<file path="config.mk">
export PLATFORM = sky130hd
export DESIGN_NAME = serial_subtractor_flat
export DESIGN_NICKNAME = d
export VERILOG_FILES = /design/src/rtl/sub_pkg.sv /design/src/rtl/serial_subtractor_if.sv /design/src/rtl/serial_subtractor_fs_cell.sv /design/src/rtl/serial_subtractor.sv /design/src/flat_wrapper.sv
export SDC_FILE = /design/constraint.sdc
export NUM_CORES = 1
export LEC_CHECK = 0
export CAP_MARGIN = 10
export CORE_UTILIZATION = 45
export DETAILED_ROUTE_END_ITERATION = 7
export GPL_TIMING_DRIVEN = 0
export PLACE_DENSITY = 0.71
export SYNTH_ARGS = -nofsm -noshare
export SYNTH_HDL_FRONTEND = slang
export SYNTH_SLANG_ARGS = --single-unit
</file>
<file path="constraint.sdc">
create_clock -name clk -period 1.2 [get_ports clk]
set_input_delay 0.24 -clock clk [delete_from_list [all_inputs] [get_ports clk]]
set_output_delay 0.24 -clock clk [all_outputs]
set_load 0.005 [all_outputs]
</file>
<file path="src/rtl/sub_pkg.sv">
// Shared types and default sizing for the bit-serial subtractor.
// Holds the FSM state encoding and the default operand/counter widths.
package sub_pkg;

    typedef enum logic [1:0] {
        S_IDLE  = 2'd0,
        S_SHIFT = 2'd1,
        S_DONE  = 2'd2
    } sub_state_t;

    localparam int SUB_WIDTH = 4;
    localparam int SUB_CNT_W = $clog2(SUB_WIDTH) + 1;

endpackage

</file>
<file path="src/rtl/serial_subtractor_if.sv">
// Start/done handshake bundle between a requester (master) and the serial subtractor (slave).
// No flow control beyond start/busy/done; the requester must watch busy.
interface serial_subtractor_if
    import sub_pkg::*;
#(
    parameter int WIDTH = SUB_WIDTH
);
    logic             start;
    logic [WIDTH-1:0] a;
    logic [WIDTH-1:0] b;
    logic             busy;
    logic             done;
    logic [WIDTH-1:0] diff;
    logic             borrow;

    modport master (
        output start, a, b,
        input  busy, done, diff, borrow
    );

    modport slave (
        input  start, a, b,
        output busy, done, diff, borrow
    );
endinterface

</file>
<file path="src/rtl/serial_subtractor_fs_cell.sv">
// One-bit full subtractor, purely combinational, zero latency.
// No state and no backpressure; evaluated once per serial bit.
module fs_cell (
    input  logic a_i,
    input  logic b_i,
    input  logic br_i,
    output logic d_o,
    output logic br_o
);
    assign d_o  = a_i ^ b_i ^ br_i;
    assign br_o = (~a_i & b_i) | (~(a_i ^ b_i) & br_i);
endmodule

</file>
<file path="src/rtl/serial_subtractor.sv">
// Bit-serial a - b, LSB first; done pulses WIDTH+1 cycles after an accepted start, start ignored unless IDLE.
// `define SERIAL_SUB_SATURATE_EN to floor diff at 0 on borrow; latency and handshake are unchanged.
module serial_subtractor
    import sub_pkg::*;
#(
    parameter int WIDTH = SUB_WIDTH
) (
    input  logic                clk,
    input  logic                rst_n,
    serial_subtractor_if.slave  sub_if
);
    localparam int CNT_W = $clog2(WIDTH) + 1;

    sub_state_t       state_q, state_d;
    logic [WIDTH-1:0] a_q, a_d;
    logic [WIDTH-1:0] b_q, b_d;
    logic [WIDTH-1:0] res_q, res_d;
    logic             br_q, br_d;
    logic [CNT_W-1:0] cnt_q, cnt_d;
    logic [WIDTH-1:0] diff_q, diff_d;
    logic             borrow_q, borrow_d;
    logic             done_q, done_d;

    logic             bit_d;
    logic             bit_br;

    fs_cell u_fs_cell (
        .a_i  (a_q[0]),
        .b_i  (b_q[0]),
        .br_i (br_q),
        .d_o  (bit_d),
        .br_o (bit_br)
    );

    always_ff @(posedge clk) begin
        if (!rst_n) begin
            state_q  <= S_IDLE;
            a_q      <= '0;
            b_q      <= '0;
            res_q    <= '0;
            br_q     <= 1'b0;
            cnt_q    <= '0;
            diff_q   <= '0;
            borrow_q <= 1'b0;
            done_q   <= 1'b0;
        end else begin
            state_q  <= state_d;
            a_q      <= a_d;
            b_q      <= b_d;
            res_q    <= res_d;
            br_q     <= br_d;
            cnt_q    <= cnt_d;
            diff_q   <= diff_d;
            borrow_q <= borrow_d;
            done_q   <= done_d;
        end
    end

    always_comb begin
        state_d  = state_q;
        a_d      = a_q;
        b_d      = b_q;
        res_d    = res_q;
        br_d     = br_q;
        cnt_d    = cnt_q;
        diff_d   = diff_q;
        borrow_d = borrow_q;
        done_d   = 1'b0;

        unique case (state_q)
            S_IDLE: begin
                if (sub_if.start) begin
                    a_d     = sub_if.a;
                    b_d     = sub_if.b;
                    res_d   = '0;
                    br_d    = 1'b0;
                    cnt_d   = '0;
                    state_d = S_SHIFT;
                end
            end
            S_SHIFT: begin
                // Each difference bit enters at the MSB, so after WIDTH shifts bit 0 holds the LSB.
                res_d = {bit_d, res_q[WIDTH-1:1]};
                a_d   = a_q >> 1;
                b_d   = b_q >> 1;
                br_d  = bit_br;
                cnt_d = cnt_q + CNT_W'(1);
                if (cnt_q == CNT_W'(WIDTH - 1)) begin
                    state_d = S_DONE;
                end
            end
            S_DONE: begin
`ifdef SERIAL_SUB_SATURATE_EN
                diff_d = br_q ? '0 : res_q;
`else
                diff_d = res_q;
`endif
                borrow_d = br_q;
                done_d   = 1'b1;
                state_d  = S_IDLE;
            end
            default: begin
                state_d = S_IDLE;
            end
        endcase
    end

    assign sub_if.busy   = (state_q == S_SHIFT);
    assign sub_if.done   = done_q;
    assign sub_if.diff   = diff_q;
    assign sub_if.borrow = borrow_q;
endmodule

</file>
<file path="src/flat_wrapper.sv">
// flat-port wrapper written by rule: the top's interface ports become plain ports
module serial_subtractor_flat import sub_pkg::*;
#(
    parameter int WIDTH = SUB_WIDTH
)
  (clk, rst_n, sub_if_start, sub_if_a, sub_if_b, sub_if_busy, sub_if_done, sub_if_diff, sub_if_borrow);
  serial_subtractor_if #(.WIDTH(WIDTH)) sub_if_i ();
  input  logic clk;
  input  logic rst_n;
  input wire logic [$bits(sub_if_i.start)-1:0] sub_if_start;
  input wire logic [$bits(sub_if_i.a)-1:0] sub_if_a;
  input wire logic [$bits(sub_if_i.b)-1:0] sub_if_b;
  output wire logic [$bits(sub_if_i.busy)-1:0] sub_if_busy;
  output wire logic [$bits(sub_if_i.done)-1:0] sub_if_done;
  output wire logic [$bits(sub_if_i.diff)-1:0] sub_if_diff;
  output wire logic [$bits(sub_if_i.borrow)-1:0] sub_if_borrow;
  assign sub_if_i.start = sub_if_start;
  assign sub_if_i.a = sub_if_a;
  assign sub_if_i.b = sub_if_b;
  assign sub_if_busy = sub_if_i.busy;
  assign sub_if_done = sub_if_i.done;
  assign sub_if_diff = sub_if_i.diff;
  assign sub_if_borrow = sub_if_i.borrow;
  serial_subtractor #(.WIDTH(WIDTH)) u_core (.clk(clk), .rst_n(rst_n), .sub_if(sub_if_i));
endmodule
</file>
Yosys cells after proc, flatten, opt, wreduce, memory -nomap -nowiden
Cells that the tools add are included.
- flip-flop bits (word level): 24
- output and inout port bits: 7
- add/subtract/negate cells: 1
- equal/unequal tests: 5
- multiplexer cells: 14
- bitwise operators: 7
- reduce and logical (&&, ||, !) cells: 4
- operators with widths (cell ; count):
    $pmux W4 S2 ; 3
    $mux W4 ; 3
    $pmux W3 S2 ; 1
    $mux W2 ; 2
    $pmux W2 S2 ; 1
    $reduce_and A2 Y1 ; 2
    $add A3 B1 Y3 const B ; 1
    $eq A3 B2 Y1 const B ; 1
    $mux W3 ; 1
    $and A1 B1 Y1 ; 2
    $eq A2 B1 Y1 const B ; 1
    $eq A2 B2 Y1 const B ; 1
    $logic_not A2 Y1 ; 1
    $mux W1 ; 2
    $ne A2 B1 Y1 const B ; 1
    $ne A2 B2 Y1 const B ; 1
    $not A1 Y1 ; 2
    $pmux W1 S2 ; 1
    $reduce_bool A2 Y1 ; 1
    $xor A1 B1 Y1 ; 2
    $or A1 B1 Y1 ; 1

Logic depth before layout (Yosys ltp)
- depth after elaboration: 5
- gate-level depth with buffers: 5

Modules after synthesis
Synthesis repeated with hierarchy kept, for this count alone.
- cell total of the unflattened synthesis: 100
- area total of the unflattened synthesis: 1021.0 um^2
- by module, submodules not included (module ; times used ; cells an instance ; area each (um^2)):
    serial_subtractor ; 1 ; 96 ; 989.7
    fs_cell ; 1 ; 4 ; 31.3

Least setup slack after synthesis
OpenSTA, ideal clock, no wires.
- path kind: flip-flop to flip-flop
- start: register u_core.state_q[1]
- end: register u_core.a_q[0]
- library setup time: 0.117 ns
- arrival time: 0.975 ns
- data required time: 1.083 ns
- setup slack: 0.108 ns
- stages on the path, launching flop included: 5
- buffers on the path: 2
- path through: dfxtp_1 > buf_2 > o21a_4 > buf_6 > a22o_1
- cells in the longest elaborated chain, start to end: 3
- elaborated cells between the ends (all ways): 6
- those cells by class: eq/ne (2); mux (1); reduce/logical (3)
- ends and longest elaborated chain (what ; line ; RTL):
    from (decl) ; serial_subtractor.sv:14 ; sub_state_t state_q, state_d;
    from (signal assigned) ; serial_subtractor.sv:47 ; state_q <= state_d;
    $eq A2 B1 Y1 / $logic_not A2 Y1 (equally long branches) ; serial_subtractor.sv:70 ; unique case (state_q)
    $reduce_bool A2 Y1 (no source line) / $ne A2 B2 Y1 (equally long branches) ; -- ;
    $reduce_and A2 Y1 (no source line) ; -- ;
    to (signal assigned) ; serial_subtractor.sv:38 ; a_q <= '0;
    to (signal assigned) ; serial_subtractor.sv:48 ; a_q <= a_d;
    to (decl) ; serial_subtractor.sv:15 ; logic [WIDTH-1:0] a_q, a_d;
Parallel ways exist; a longest one is shown, timed or not.
A chain may end at the register's enable or synchronous reset.

Final worst setup path
- start: register u_core.state_q[0]
- end: output sub_if_busy
- cells in the longest elaborated chain, start to end: 1
- ends and longest elaborated chain (what ; line ; RTL):
    $eq A2 B1 Y1 ; serial_subtractor.sv:108 ; assign sub_if.busy = (state_q == S_SHIFT);
    to (decl) ; flat_wrapper.sv:13 ; output wire logic [$bits(sub_if_i.busy)-1:0] sub_if_busy;
Every way passes these cells.

==> metrics <==
status finished, violations left; failing checks negative setup slack; Static Leak ~0.54 nW; Async S/R FF share, synth 0%; Total GRT Usage between 10% and 20%; Flop pwr share ~52%; fin worst setup slack -0.0816 ns; Post-route DRC 0; Critical Path Sink sub_if_busy; drt first pass iters 2; top_reg_cell synth dfxtp_1; FILL cells about 180; vias in the first global route 743; Via density 4.88; clock share of power a little under two fifths; die area 2410 sq um; r2r setup slk -0.01 ns; # port buffers 16; endpoints failing setup 2; r2r startpoint u_core.state_q[0]; worst stage delay on the critical path 0.35 ns; pre-CTS setup slack -0.297 ns; Yosys cell types 23; die width a little under 50 um; P&R area growth vs syn 31.0%; fin area 1310 sq um; final slew viol count 0; top cells by count, synth 24 x dfxtp_1, 23 x nand2_1, 11 x a22o_1, 10 x o21ai_0, 8 x a21boi_0; antenna cell count 0; Max Fanout on Critical Path 2; CTS tree done; Sw Ratio 21.1%; worst reg2reg path endpoint u_core.br_q; clk_lat worst skew between 0.3 and 0.4 ns; Post-Synthesis Cell Area between 900 and 1000 sq um; syn avg cell area 9.80 sq um; Seq/Total Area, Yosys just under 50%; Fmax between 700 and 800 MHz; max cap viols 0; Sum Neg Setup Slack -0.0930 ns; CTS root buffer clkbuf_4; synthesized netlist cell count a little over 100; Data required, critical path 0.96 ns; actual slew at the worst max-slew pin 0.183 ns; cell area power density ~1200 nW/um^2; Core Util, Final 64.8%; Period minus WS final about 1.3 ns; critical path arrival between 1 and 1.5 ns; Routed Antenna Nets 0; core area 2020 sq um; Slew headroom about 88%; layout cells sized above 1 23.6%; via count between 700 and 800; routed wire length per instance around 12 um; top cell type's share of synthesized area 48.1%; final worst path period share 107%; combinational power share a little over a tenth; IO Pins 18; largest net degree at the start of global routing 15; unrepaired setup endpoints after global routing true; post-DP HPWL ~1300 um; CTS max path bufs 2; P_int 1.26 mW; Starting Density 49.4%; area leader, netlist dfxtp_1; CTS Buf Count 3; critical-path cell list buf_6 -> and2b_4 -> clkbuf_2; Multi-input gate area between 400 and 500 sq um; clock-pin slew on the worst setup and hold paths between 0.1 and 0.15 ns; non-filler cells, final 154; Die H a little under 50 um; hold crit path type in -> reg; crit path capture type output pin; placed insts around 150; Site Rows 16; dpl cell area 1190 sq um; #FFs+latches synth 24; switching pwr around 0.34 mW; nets between 100 and 150; top-count cell post-synth dfxtp_1; Yosys warning total 0; global route overflow 0; initial antenna violation count 0; syn nets 116; worst r2r path cells 5; VDD IR max ~1.1 mV; CTS Sinks 24; Post-synth EDFFs 0; first-pass GRT wire length 3310 um; CP startpoint u_core.state_q[0]; crit path kind reg -> out; top cells by area, synth dfxtp_1 48%, a22o_1 9.6%, nand2_1 8.6%; Routability Congestion between 0.7 and 0.8; Final Skew approximately 0.015 ns; Crit-path slowest cell dfxtp_2; Detailed Route WL around 1900 um; Hold Fails Final Rpt 0; register area 492 sq um; DR iter-0 viols 10; startpoint class of the critical path flop; htree depth 1
[cells by family after synthesis]
group	Yosys count	share of synthesized area (%)
compound gates	33	24.4
flops	24	48.1
simple gates	34	17.9
fa+ha+maj	3	4.51
buf+inv	8	5.13
[how the worst min path moves through the flow]
stage / start / endpoint / slack [ns] / cells after the start
final: sub_if_start / u_core.b_q[3] / 0.23 / 3
after detailed placement: u_core.cnt_q[2] / u_core.cnt_q[2] / 0.45 / 1
after global placement: u_core.cnt_q[2] / u_core.cnt_q[2] / 0.45 / 1
after CTS: sub_if_start / u_core.b_q[3] / 0.23 / 3
after floorplan: rst_n / u_core.cnt_q[2] / 0.40 / 2
after global routing: sub_if_start / u_core.b_q[3] / 0.22 / 3
[worst max-delay path: cells and delay by family (launching register included)]
family / cells / cell delay (ns)
buf+inv: 2 / 0.21
flops: 1 / 0.35
simple gates: 1 / 0.16
[flip-flops by register name, summed over array words and instances (netlist names)]
register and cells:
u_core.sub_if.borrow 1, u_core.sub_if.diff 4, u_core.res_q 4, u_core.b_q 4, u_core.state_q 2, u_core.br_q 1
u_core.a_q 4, u_core.sub_if.done 1, u_core.cnt_q 3
[per-layer routing]
layer	vias to the layer above	share of wire, %	GRT usage (%)
met5	-	0	0
met4	0	0	1.47
met3	0	3.6	6.54
met2	11	46	32.4
met1	335	50	21.1
li1	405	-	-
[final cells by class]
cell class / count / share of cell area (%)
flip-flops and latches: 24 / 37.5
multi-input cells: 70 / 36.1
repair buffers: 22 / 15.4
plain buffers: 5 / 3.82
well taps: 27 / 2.58
clock inverters: 1 / 2.29
clock buffers: 3 / 1.72
inverters: 2 / 0.573
[repair_timing]
item	4_1_cts	5_1_grt
gates cloned	0	1
setup endpoints to repair	7	19
pin swaps	1	3
hold buffers	0	0
setup buffers	4	1
gates resized for setup	20	16
hold endpoints to repair	0	0
[power groups by stage]
stage	registers, mW	logic (mW)	clock network, mW
6_report	0.834	0.176	0.586
5_1_grt	0.839	0.196	0.637
4_1_cts	0.835	0.167	0.600
3_5_place_dp	0.855	0.152	0
3_3_place_gp	0.854	0.148	0
2_1_floorplan	0.851	0.0961	0
[placed cells by master, fill, tap and decap left out, types with 2 or more instances in the layout]
cell,n
buf_6,6
clkbuf_4,3
a22o_1,11
buf_4,4
dfxtp_2,6
ha_1,2
o2bb2ai_1,2
and2b_2,2
a21boi_1,5
o21ai_1,2
clkbuf_2,2
dfxtp_1,17
nand2_1,23
clkdlybuf4s50_1,9
a21boi_0,3
inv_1,2
o21ai_0,8
dlygate4sd2_1,5
nand4bb_1,2
[stage by stage]
stage / hold slack [ns] / power (mW)
floorplan: 0.404 / 0.947
CTS: 0.227 / 1.60
finish: 0.230 / 1.60
global placement: 0.446 / 1.00
global route: 0.218 / 1.67
detailed placement: 0.447 / 1.01
No activity file was read; power rests on OpenSTA's default activity.
